File: src/rtl/usb_tx_sequencer.sv
// Burst transmit sequencer: streams an incrementing payload from a captured seed under
// valid/ready handshaking, with stall abort, accept history and a registered side adder.
module usb_tx_sequencer #(
    parameter int BURST_LEN  = 10,
    parameter int DATA_W     = 8,
    parameter int HIST_DEPTH = 10,
    parameter int ADD_W      = 1,
    parameter int STALL_MAX  = 16
) (
    input  logic                  clk,
    input  logic                  reset,
    input  logic                  send_data,
    input  logic [DATA_W-1:0]     seed,
    input  logic                  tx_ready,
    input  logic [ADD_W-1:0]      a,
    input  logic [ADD_W-1:0]      b,
    output logic                  tx_valid,
    output logic [DATA_W-1:0]     tx_data,
    output logic [9:0]            beat_cnt,
    output logic                  done,
    output logic                  err,
    output logic [HIST_DEPTH-1:0] hist,
    output logic [ADD_W:0]        sum
);

    localparam int              STALL_W     = $clog2(STALL_MAX + 1);
    localparam logic [9:0]      LAST_BEAT   = 10'(BURST_LEN - 1);
    localparam logic [9:0]      FULL_BURST  = 10'(BURST_LEN);
    localparam logic [STALL_W-1:0] STALL_LIMIT = STALL_W'(STALL_MAX);

    typedef enum logic [1:0] {
        IDLE  = 2'd0,
        SEND  = 2'd1,
        DONE  = 2'd2,
        ABORT = 2'd3
    } state_t;

    state_t             state;
    logic [STALL_W-1:0] stall_cnt;
    logic [STALL_W-1:0] stall_next;
    logic               accept;

    assign accept     = tx_valid & tx_ready;
    assign stall_next = stall_cnt + STALL_W'(1);

    // NOTE: all state uses non-blocking assignments so every register samples pre-edge values.
    always_ff @(posedge clk or negedge reset) begin
        if (!reset) begin
            state     <= IDLE;
            tx_valid  <= 1'b0;
            tx_data   <= '0;
            beat_cnt  <= '0;
            done      <= 1'b0;
            err       <= 1'b0;
            hist      <= '0;
            sum       <= '0;
            stall_cnt <= '0;
        end else begin
            done <= 1'b0;
            err  <= 1'b0;
            hist <= {hist[HIST_DEPTH-2:0], accept};
            sum  <= {1'b0, a} + {1'b0, b};

            case (state)
                IDLE: begin
                    tx_valid  <= 1'b0;
                    stall_cnt <= '0;
                    if (send_data) begin
                        state    <= SEND;
                        tx_valid <= 1'b1;
                        tx_data  <= seed;
                        beat_cnt <= '0;
                    end
                end

                SEND: begin
                    // An accept always wins over the stall limit, so it is tested first.
                    if (accept) begin
                        stall_cnt <= '0;
                        if (beat_cnt == LAST_BEAT) begin
                            state    <= DONE;
                            tx_valid <= 1'b0;
                            beat_cnt <= FULL_BURST;
                            done     <= 1'b1;
                        end else begin
                            tx_data  <= tx_data + DATA_W'(1);
                            beat_cnt <= beat_cnt + 10'd1;
                        end
                    end else begin
                        stall_cnt <= stall_next;
                        if (stall_next == STALL_LIMIT) begin
                            state    <= ABORT;
                            tx_valid <= 1'b0;
                            err      <= 1'b1;
                        end
                    end
                end

                DONE: begin
                    state    <= IDLE;
                    beat_cnt <= '0;
                end

                ABORT: begin
                    // beat_cnt keeps the partial count until the next burst starts.
                    state     <= IDLE;
                    stall_cnt <= '0;
                end

                default: begin
                    state    <= IDLE;
                    tx_valid <= 1'b0;
                end
            endcase
        end
    end

endmodule

File: config.mk
export PLATFORM = sky130hd
export DESIGN_NAME = usb_tx_sequencer
export DESIGN_NICKNAME = d
export VERILOG_FILES = /design/src/rtl/usb_tx_sequencer.sv
export SDC_FILE = /design/constraint.sdc
export NUM_CORES = 1
export LEC_CHECK = 0
export BUFFER_PORTS_ARGS = -buffer_cell sky130_fd_sc_hd__buf_2
export CAP_MARGIN = 20
export CORE_ASPECT_RATIO = 1.75
export CORE_MARGIN = 3
export CORE_UTILIZATION = 45
export DETAILED_ROUTE_END_ITERATION = 16
export PLACE_DENSITY = 0.66
export SETUP_SLACK_MARGIN = 0.5
export SLEW_MARGIN = 10
export SYNTH_ARGS = -nofsm -noshare
export SYNTH_HDL_FRONTEND = slang
export SYNTH_SLANG_ARGS = --single-unit
File: constraint.sdc
create_clock -name clk -period 6.1 [get_ports clk]
set_input_delay 0.305 -clock clk [delete_from_list [all_inputs] [get_ports clk]]
set_output_delay 0.305 -clock clk [all_outputs]
set_load 0.1 [all_outputs]
## After elaboration in Yosys (flattened, before gate mapping)

Index checks and enable logic that the tools add are counted.

- Bits in registers: 40
- Output and inout port bits: 33

- Add/sub/neg operators: 4
- Equal/unequal tests: 10
- Muxes and demuxes: 26
- Bitwise gates (word level): 1
- Reductions and logical operators: 10

Operator list:

| operator | number |
|---|---|
| two-way mux 10 bit | 3 |
| one-hot mux 10 bit (3 select lines) | 1 |
| two-way mux 8 bit | 3 |
| one-hot mux 8 bit (2 select lines) | 1 |
| adder 10 x 1 -> 10 bit (second input constant) | 1 |
| equality test 10 x 4 -> 1 bit (second input constant) | 1 |
| two-way mux 1 bit | 10 |
| one-hot mux 5 bit (2 select lines) | 1 |
| AND reduction 3 bit | 3 |
| adder 8 x 1 -> 8 bit (second input constant) | 1 |
| two-way mux 2 bit | 4 |
| inequality test 2 bit (second input constant) | 3 |
| inequality test 3 bit (second input constant) | 2 |
| one-hot mux 2 bit (3 select lines) | 1 |
| adder 5 x 1 -> 5 bit (second input constant) | 1 |
| equality test 5 bit (second input constant) | 1 |
| two-way mux 5 bit | 1 |
| equality test 2 bit (second input constant) | 2 |
| AND reduction 4 bit | 1 |
| nonzero test 2 bit | 2 |
| OR reduction 2 bit | 2 |
| nonzero test 3 bit | 1 |
| adder 1 x 1 -> 2 bit | 1 |
| equality test 2 x 1 -> 1 bit (second input constant) | 1 |
| other kinds (3) | 3 |

## Logic depth before layout (Yosys ltp)

Gate-level depths: netlist of run 1.

- Word-level depth: 5
- Depth in mapped cells: 9
- Gate-level depth less buffers: 6

## Worst setup path after synthesis of run 1

OpenSTA, ideal clock, no wires.

- Path kind: register -> register
- Start: register beat_cnt[1]
- End: register tx_data[6]
- Library setup time: 123 ps
- Arrival time: 2399 ps
- Path slack: 3578 ps
- Cell stages (with the launch flop): 7
- Period minus slack after synthesis: 2522 ps
- Path through: dfrtp_1 > inv_1 > ha_1 > nor4b_2 > a31oi_2 > mux2_2 > o221a_2

- Word-level cells in the longest chain between the ends: 3

RTL lines:

| element | line | RTL |
|---|---|---|
| start: declaration | 19 | `output logic [9:0] beat_cnt,` |
| start signal: assignment | 87 | `beat_cnt <= beat_cnt + 10'd1;` |
| equality test 10 x 4 -> 1 bit | 80 | `if (beat_cnt == LAST_BEAT) begin` |
| inequality test 2 bit (no source line) | -- |  |
| AND reduction 4 bit (no source line) | -- |  |
| end signal: assignment | 86 | `tx_data <= tx_data + DATA_W'(1);` |
| end: declaration | 18 | `output logic [DATA_W-1:0] tx_data,` |

No other way between the ends.
A chain may end at the register's enable or synchronous reset.

## Worst setup path after layout of run 1

- Start: register state[1]
- End: register beat_cnt[6]

- Word-level cells in the longest chain between the ends: 3
- Elaborated cells between the ends (all ways): 8

RTL lines:

| element | line | RTL |
|---|---|---|
| start: declaration | 38 | `state_t state;` |
| start signal: assignment | 49 | `state <= IDLE;` |
| start signal: assignment | 69 | `state <= SEND;` |
| start signal: assignment | 81 | `state <= DONE;` |
| equality test 2 x 1 -> 1 bit (tied with other cells) | 64 | `case (state)` |
| inequality test 2 bit (no source line) or nonzero test 3 bit (tied branches) | -- |  |
| AND reduction 3 bit (no source line) | -- |  |

Parallel ways exist; a longest one is shown, timed or not.

==> results of run 1 <==
## worst paths after layout
check | from | end | cells after the start
max | state[1] | beat_cnt[6] | 6
min | reset | hist[8] | 1
max reg2reg | state[1] | beat_cnt[6] | 6
min reg2reg | hist[5] | hist[6] | 0
max in group asynchronous | reset | beat_cnt[0] | 1
min in group clk | b | sum[0] | 2
## placed cells by master, fill, tap and decap left out, types with 3 or more instances in the layout
cell      Yosys  layout
a211oi_1      6       6
a21o_1        4       4
a21oi_1       9       9
a221oi_1      4       4
a31oi_1       3       3
and3_1        8       8
buf_2         1      46
clkbuf_8      0       6
dfrtp_1      40      40
ha_1          9       9
inv_1        10      10
mux2_2        3       3
mux2i_1       4       4
nand2_1      13      13
nand2b_1      4       4
nand3_1       6       6
nor2_1       10      10
nor3_1        8       8
o21ai_0       7       7
o22ai_1       6       6
or3_1         4       4
## final cells by class
class / count / area [um^2]
flip-flops and latches: 40 / 1000
fillers: 418 / 1980
multi-input cells: 144 / 1030
clock buffers: 6 / 82.6
well taps: 51 / 63.8
repair buffers: 46 / 230
clock inverters: 2 / 15.0
inverters: 10 / 37.5
## registers in the layout (all words and copies together) (netlist names)
name and cells:
beat_cnt 10, hist 10, tx_data 8, stall_cnt 5, state 2, sum 2, done 1, err 1
tx_valid 1
## metrics by stage
| stage | hold WS, ns | area [um^2] | util | setup slack (ns) | total power (uW) |
|---|---|---|---|---|---|
| 3_3_place_gp | 0.352 | 2360 | 0.532 | 3.87 | 1210 |
| 5_1_grt | 0.191 | 2460 | 0.553 | 3.51 | 1460 |
| 4_1_cts | 0.151 | 2460 | 0.553 | 3.75 | 1400 |
| 2_1_floorplan | 0.00941 | 2100 | - | 3.58 | 1070 |
| 3_5_place_dp | 0.355 | 2360 | 0.532 | 3.79 | 1210 |
| 6_report | 0.119 | 2460 | 0.553 | 3.78 | 1390 |
## critical path, delay by kind of cell, from the launching register on
family	cells	cell delay, ns
adders and majority gates	1	0.35
AOI/OAI and AO/OA	2	0.40
buffers and inverters	1	0.09
and+or+nand+nor	2	1.00
DFF	1	0.40
## kinds of logic (layout without fill, tap and decap cells)
| logic type | Yosys count | after routing | synth area share |
|---|---|---|---|
| AOI/OAI and AO/OA | 52 | 52 | 0.179 |
| xor gates and xnor gates | 4 | 4 | 0.0167 |
| adders and majority gates | 9 | 9 | 0.0535 |
| buffers and inverters | 15 | 64 | 0.0345 |
| DFF | 40 | 40 | 0.476 |
| muxes | 7 | 7 | 0.0351 |
| and+or+nand+nor | 72 | 72 | 0.205 |
## power breakdown
part / total, uW / leakage [uW] / switching (uW) / internal, uW
combinational: 800 / 0.000605 / 614 / 187
sequential: 399 / 0.000525 / 69.4 / 329
clock: 187 / 0.0000434 / 95.8 / 91.5
## per-layer routing
layer	wire length [um]	part of all wire
met1	1920	0.41
met2	2450	0.53
met3	160	0.035
met4	97	0.021
met5	0	0
==> out/metrics.yaml, run 1 <==
logic_synthesis:
  mappedNetlistArea_um2: 2100
  synthTopCellsByArea: "dfrtp_1 48%, ha_1 5.4%, and3_1 2.4%"
  synth_top_area_share: 0.476
  synth-warning-count: 0
  ys_seq_elements: 40
  syn-num-nets: 222
  async_reset_ff_frac: 1.00
  yosysMostFrequentCell: "dfrtp_1"
  synth.distinct_cells: 51
  yosysSeqAreaShare: 0.476
  synthFlopType: "dfrtp_1"
  synth_top_area_cell: "dfrtp_1"
  synth_edf_count: 0
  postSynthAreaPerCell_um2: 10.6
  ys_top_cells_by_count: "40 x dfrtp_1, 13 x nand2_1, 10 x inv_1, 10 x nor2_1"
  synthCells: 199
clock_network:
  htreeDepth: 2
  post_cts_buffers: 0
  numCtsBuffers: 5
  path_clk_slew_ns: 0.08
  cts.sink_count: 40
  ctsResizeCount: 0
  cts_tree: "yes"
  cts-root-buf: "clkbuf_8"
  clockBufferDepth: 2
  clock_latency_ns: 0.29
  ctsHoldBuffers: 0
detailed_routing:
  wl_per_cell_um: 15.5
  via_count: 1739
  ant_nets: 0
  wl_mm: 4.62
  dr.pass1.iters: 4
  drt_iter0_markers: 50
  drc: 0
  vias_per_cell: 5.82
layout:
  nNetsFinal: 270
  finalNonFillerCells: 299
  syn_to_final_growth_pct: 17.0
  drive_gt1_frac: 0.266
  insertedDiodeCount: 0
outcome:
  status: "finished clean"
sta:
  worst_pin_slew_ns: 0.871
  slew_headroom: 0.419
  hold_violations: 0
  maxSlewViolCount: 0
  tns_ns: 0
  min_period_over_period: 0.381
  rsz0062_at_grt: "no"
  fin_skew_ns: 0.00260
  setup-violations-final: 0
  timing.final.crit_period_ns: 2.32
  max_freq_ghz: 0.431
place:
  portBuffers: 46
  dp.cells: 291
  place.gp.congestion: 0.831
  dpl.hpwl_mm: 3.51
job:
  drv_cap: 0
floorplanning:
  pin_count: 47
  rows: 32
  dieHeight_um: 96.4
  die-area_um2: 5560
  coreArea_um2: 4440
  die_w_um: 57.7
  initial_core_util: 0.473
pwr:
  p_per_area_nw_per_um2: 564
  max-vdd-ir-drop_mv: 0.498
  p_leak_uw: 0.00117
grt:
  grt_pass1_wl_mm: 7.69
  grtUsageMet1: 0.200
  use_met2: 0.326
  track_usage: 0.180
  grt_pass1_vias: 1688
  grtUsageMet3: 0.0306
  grt_start_max_net_pins: 41
  grt_overflow: 0
  top_usage_layer: "met2"
  antenna_found_initial: 0
worst_setup_path:
  r2r_slack_ns: 3.78
  max_stage_delay_ns: 0.55
  path_cells: "inv_1, ha_1, a21boi_0, or3_1, or4_1, a21oi_1"
  worst_setup_path_start_kind: "register"
  crit_path_max_fanout: 13
  endpoint_kind: "register"
  crit_required_ns: 6.32
  critPathKind: "reg -> reg"
  crit_slowest_cell: "or3_1"
  worstPathArrival_ns: 2.54
min_path:
  hp-class: "in -> async"
Power figures use the tool's default switching activity.
==> run 2, diff against run 1 <==
--- a/config.mk
+++ b/config.mk
@@ -11,7 +11,7 @@
 export CORE_MARGIN = 3
 export CORE_UTILIZATION = 45
 export DETAILED_ROUTE_END_ITERATION = 16
-export PLACE_DENSITY = 0.66
+export PLACE_DENSITY = 0.69
 export SETUP_SLACK_MARGIN = 0.5
 export SLEW_MARGIN = 10
 export SYNTH_ARGS = -nofsm -noshare
==> constraint.sdc (replaced) <==
create_clock -name clk -period 2.1 [get_ports clk]
set_input_delay 0.105 -clock clk [delete_from_list [all_inputs] [get_ports clk]]
set_output_delay 0.105 -clock clk [all_outputs]
set_load 0.1 [all_outputs]
==> run 2 against run 1 <==
Non-clock buffer count up 38. Flip-flop and latch count unchanged. Final cell count up 13%. Global-route usage up 5.1 points. Register-to-register slack worse by 3.6 ns. Largest cell class unchanged.
==> out/metrics.yaml, run 2 (synthesis results as in run 1) <==
layout:
  finish.utilization: 0.714  # +0.160
  multiInputGateArea_um2: 1330  # +29%
  regArea_um2: 1030  # +3.4%
  syn_to_final_growth_pct: 50.8
  insertedDiodeCount: 0  # unchanged
  largest_registers: "beat_cnt: 10 flops, hist: 10 flops, tx_data: 8 flops"
  nNetsFinal: 308  # +14%
  fillers: 314  # -25%
  mostFrequentLayoutCell: "buf_2"
  drive_gt1_frac: 0.556  # +0.290
  final_cell_mix: "46 x buf_2, 26 x buf_4, 23 x dfrtp_1"
pwr:
  p_leak_uw: 0.00145  # +23%
  internal-power_uw: 2580  # +320%
  p_per_area_nw_per_um2: 1670  # +200%
  combPwrFrac: 0.641  # +0.064
  seqPwrFrac: 0.236  # -0.051
  switching_share: 0.513  # -0.0487
  power.switching_uw: 2720  # +250%
  max-vdd-ir-drop_mv: 1.41  # +180%
  clkPwrFrac: 0.123  # -0.012
sta:
  maxSlewViolCount: 0  # unchanged
  slew_headroom: 0.623  # +0.204
  min_period_over_period: 0.913  # +0.532
  rsz0062_at_grt: "yes"
  max_freq_ghz: 0.522  # +21%
  hold_violations: 0  # unchanged
  fin_skew_ns: 0.00409  # +0.00150 ns
  fin_hold_ws_ns: 0.0325  # -0.0861 ns
  setup-violations-final: 0  # unchanged
  timing.final.crit_period_ns: 1.92  # -0.404 ns
  tns_ns: 0  # unchanged
  worst_pin_slew_ns: 0.565  # -0.307 ns
worst_setup_path:
  crit_path_max_fanout: 3  # -10
  crit_slowest_cell: "dfrtp_4"
  crit_required_ns: 2.29  # -4.03 ns
  worst_setup_path_start_kind: "register"
  path_cells: "inv_4, ha_4, or4b_4, o31ai_4, nor3_2, a311oi_1"
  critPathKind: "reg -> reg"
  path_buf_inv: 1  # unchanged
  endpoint_kind: "register"
  worstPathArrival_ns: 2.11  # -0.43 ns
  cp_top_family: "simple AND/OR/NAND/NOR gates"
  max_stage_delay_ns: 0.51  # -0.04 ns
grt:
  grt_start_max_net_pins: 25  # -39%
  antenna_found_initial: 0  # unchanged
  grt_overflow: 0  # unchanged
  grt_pass1_wl_mm: 9.88  # +28%
  track_usage: 0.230  # +0.0506
  grt_pass1_vias: 2003  # +19%
clock_network:
  htreeDepth: 2  # unchanged
  cts-root-buf: "clkbuf_8"
  cts_tree: "yes"
  path_clk_slew_ns: 0.08  # about the same
  cts.sink_count: 40  # unchanged
  clock_latency_ns: 0.29  # about the same
  numCtsBuffers: 5  # unchanged
  clockBufferDepth: 2  # unchanged
place:
  portBuffers: 46  # unchanged
  place.gp.congestion: 0.853  # +2.7%
  dpl.hpwl_mm: 3.86  # +10%
detailed_routing:
  drc: 0  # unchanged
  wl_met3_um: 312  # +95%
  ant_nets: 0  # unchanged
  drt_iter0_markers: 133  # +170%
  top_layer: "met4"
  wl_met1_mm: 2.44  # +27%
  met2_length_mm: 3.41  # +39%
  dr.pass1.iters: 4  # unchanged
  vias_per_cell: 5.88  # +1.2%
  wl_per_cell_um: 18.8  # +21%
  via_count: 1983  # +14%
  wl_mm: 6.33  # +37%
floorplanning:
  dieHeight_um: 96.4  # unchanged
  pin_count: 47  # unchanged
  coreArea_um2: 4440  # unchanged
  die_w_um: 57.7  # unchanged
  die-area_um2: 5560  # unchanged
  rows: 32  # unchanged
  initial_core_util: 0.473  # unchanged
outcome:
  status: "finished clean"
min_path:
  hp-class: "in -> reg"
job:
  drv_cap: 0  # unchanged
-- run 2: changes by cell type in the layout (fill, tap and decap cells not counted), sizes merged --
| cell | previous run | this run |
|---|---|---|
| clkinvlp | 2 | 1 |
| dlygate4sd3 | 0 | 1 |
| buf | 46 | 83 |
| inv | 10 | 11 |
| bufinv | 0 | 1 |
| clkbuf | 6 | 5 |
-- run 2: power groups by stage --
stage / combinational [uW] / sequential, uW / clock [uW]
final: 3400 / 1250 / 652
after global routing: 3540 / 1270 / 697
after CTS: 3130 / 1230 / 660
after detailed placement: 2520 / 1230 / 0
after global placement: 2510 / 1220 / 0
after floorplan: 960 / 2300 / 0
-- run 2: layout make-up --
cell class / instances / share of cell area
multi-input cells: 144 / 0.419
flip-flops and latches: 40 / 0.326
repair buffers: 84 / 0.185
clock buffers: 5 / 0.0217
well taps: 51 / 0.0201
clock inverters: 3 / 0.0146
inverters: 10 / 0.0126
-- run 2: timing repair --
| item | in CTS | in global routing |
|---|---|---|
| endpoints found under the hold margin | 23 | 0 |
| endpoints found under the setup margin | 22 | 23 |
| cloned | 1 | 0 |
| buffers inserted | 21 | 7 |
| hold buffers | 1 | 0 |
| pin swaps | 16 | 11 |
| gates resized for setup | 39 | 21 |
-- run 2: worst register-to-register path: stages (launching register included) --
cell,delay [ns]
dfrtp_4,0.51
inv_4,0.07
ha_4,0.12
or4b_4,0.50
o31ai_4,0.23
nor3_2,0.11
a311oi_1,0.29
-- run 2: final timing paths --
check / start / to / slack [ns] / cells past startpoint
worst min register to register: hist[0] / hist[1] / 0.37 / 0
max in group asynchronous: reset / stall_cnt[2] / 1.14 / 3
worst max-delay path: beat_cnt[1] / tx_data[5] / 0.18 / 6
worst min-delay path: b / sum[0] / 0.03 / 2
min in group asynchronous: reset / err / 0.33 / 2
worst max register to register: beat_cnt[1] / tx_data[5] / 0.18 / 6
-- run 2: per-stage QoR --
stage	power, uW	cells	cell area, um^2	setup slack [ns]
final	5300	337	3170	0.183
after detailed placement	3750	299	2510	0.161
after global placement	3730	299	2510	0.208
after global routing	5510	337	3170	0.134
after CTS	5020	330	3020	0.235
after floorplan	3260	199	2200	0.129
-- run 2: metal layers --
layer  vias to the layer above  track usage
met2                        79        0.408
met5                         -            0
met3                        18       0.0492
met4                         0       0.0890
li1                        922            -
met1                       964        0.266
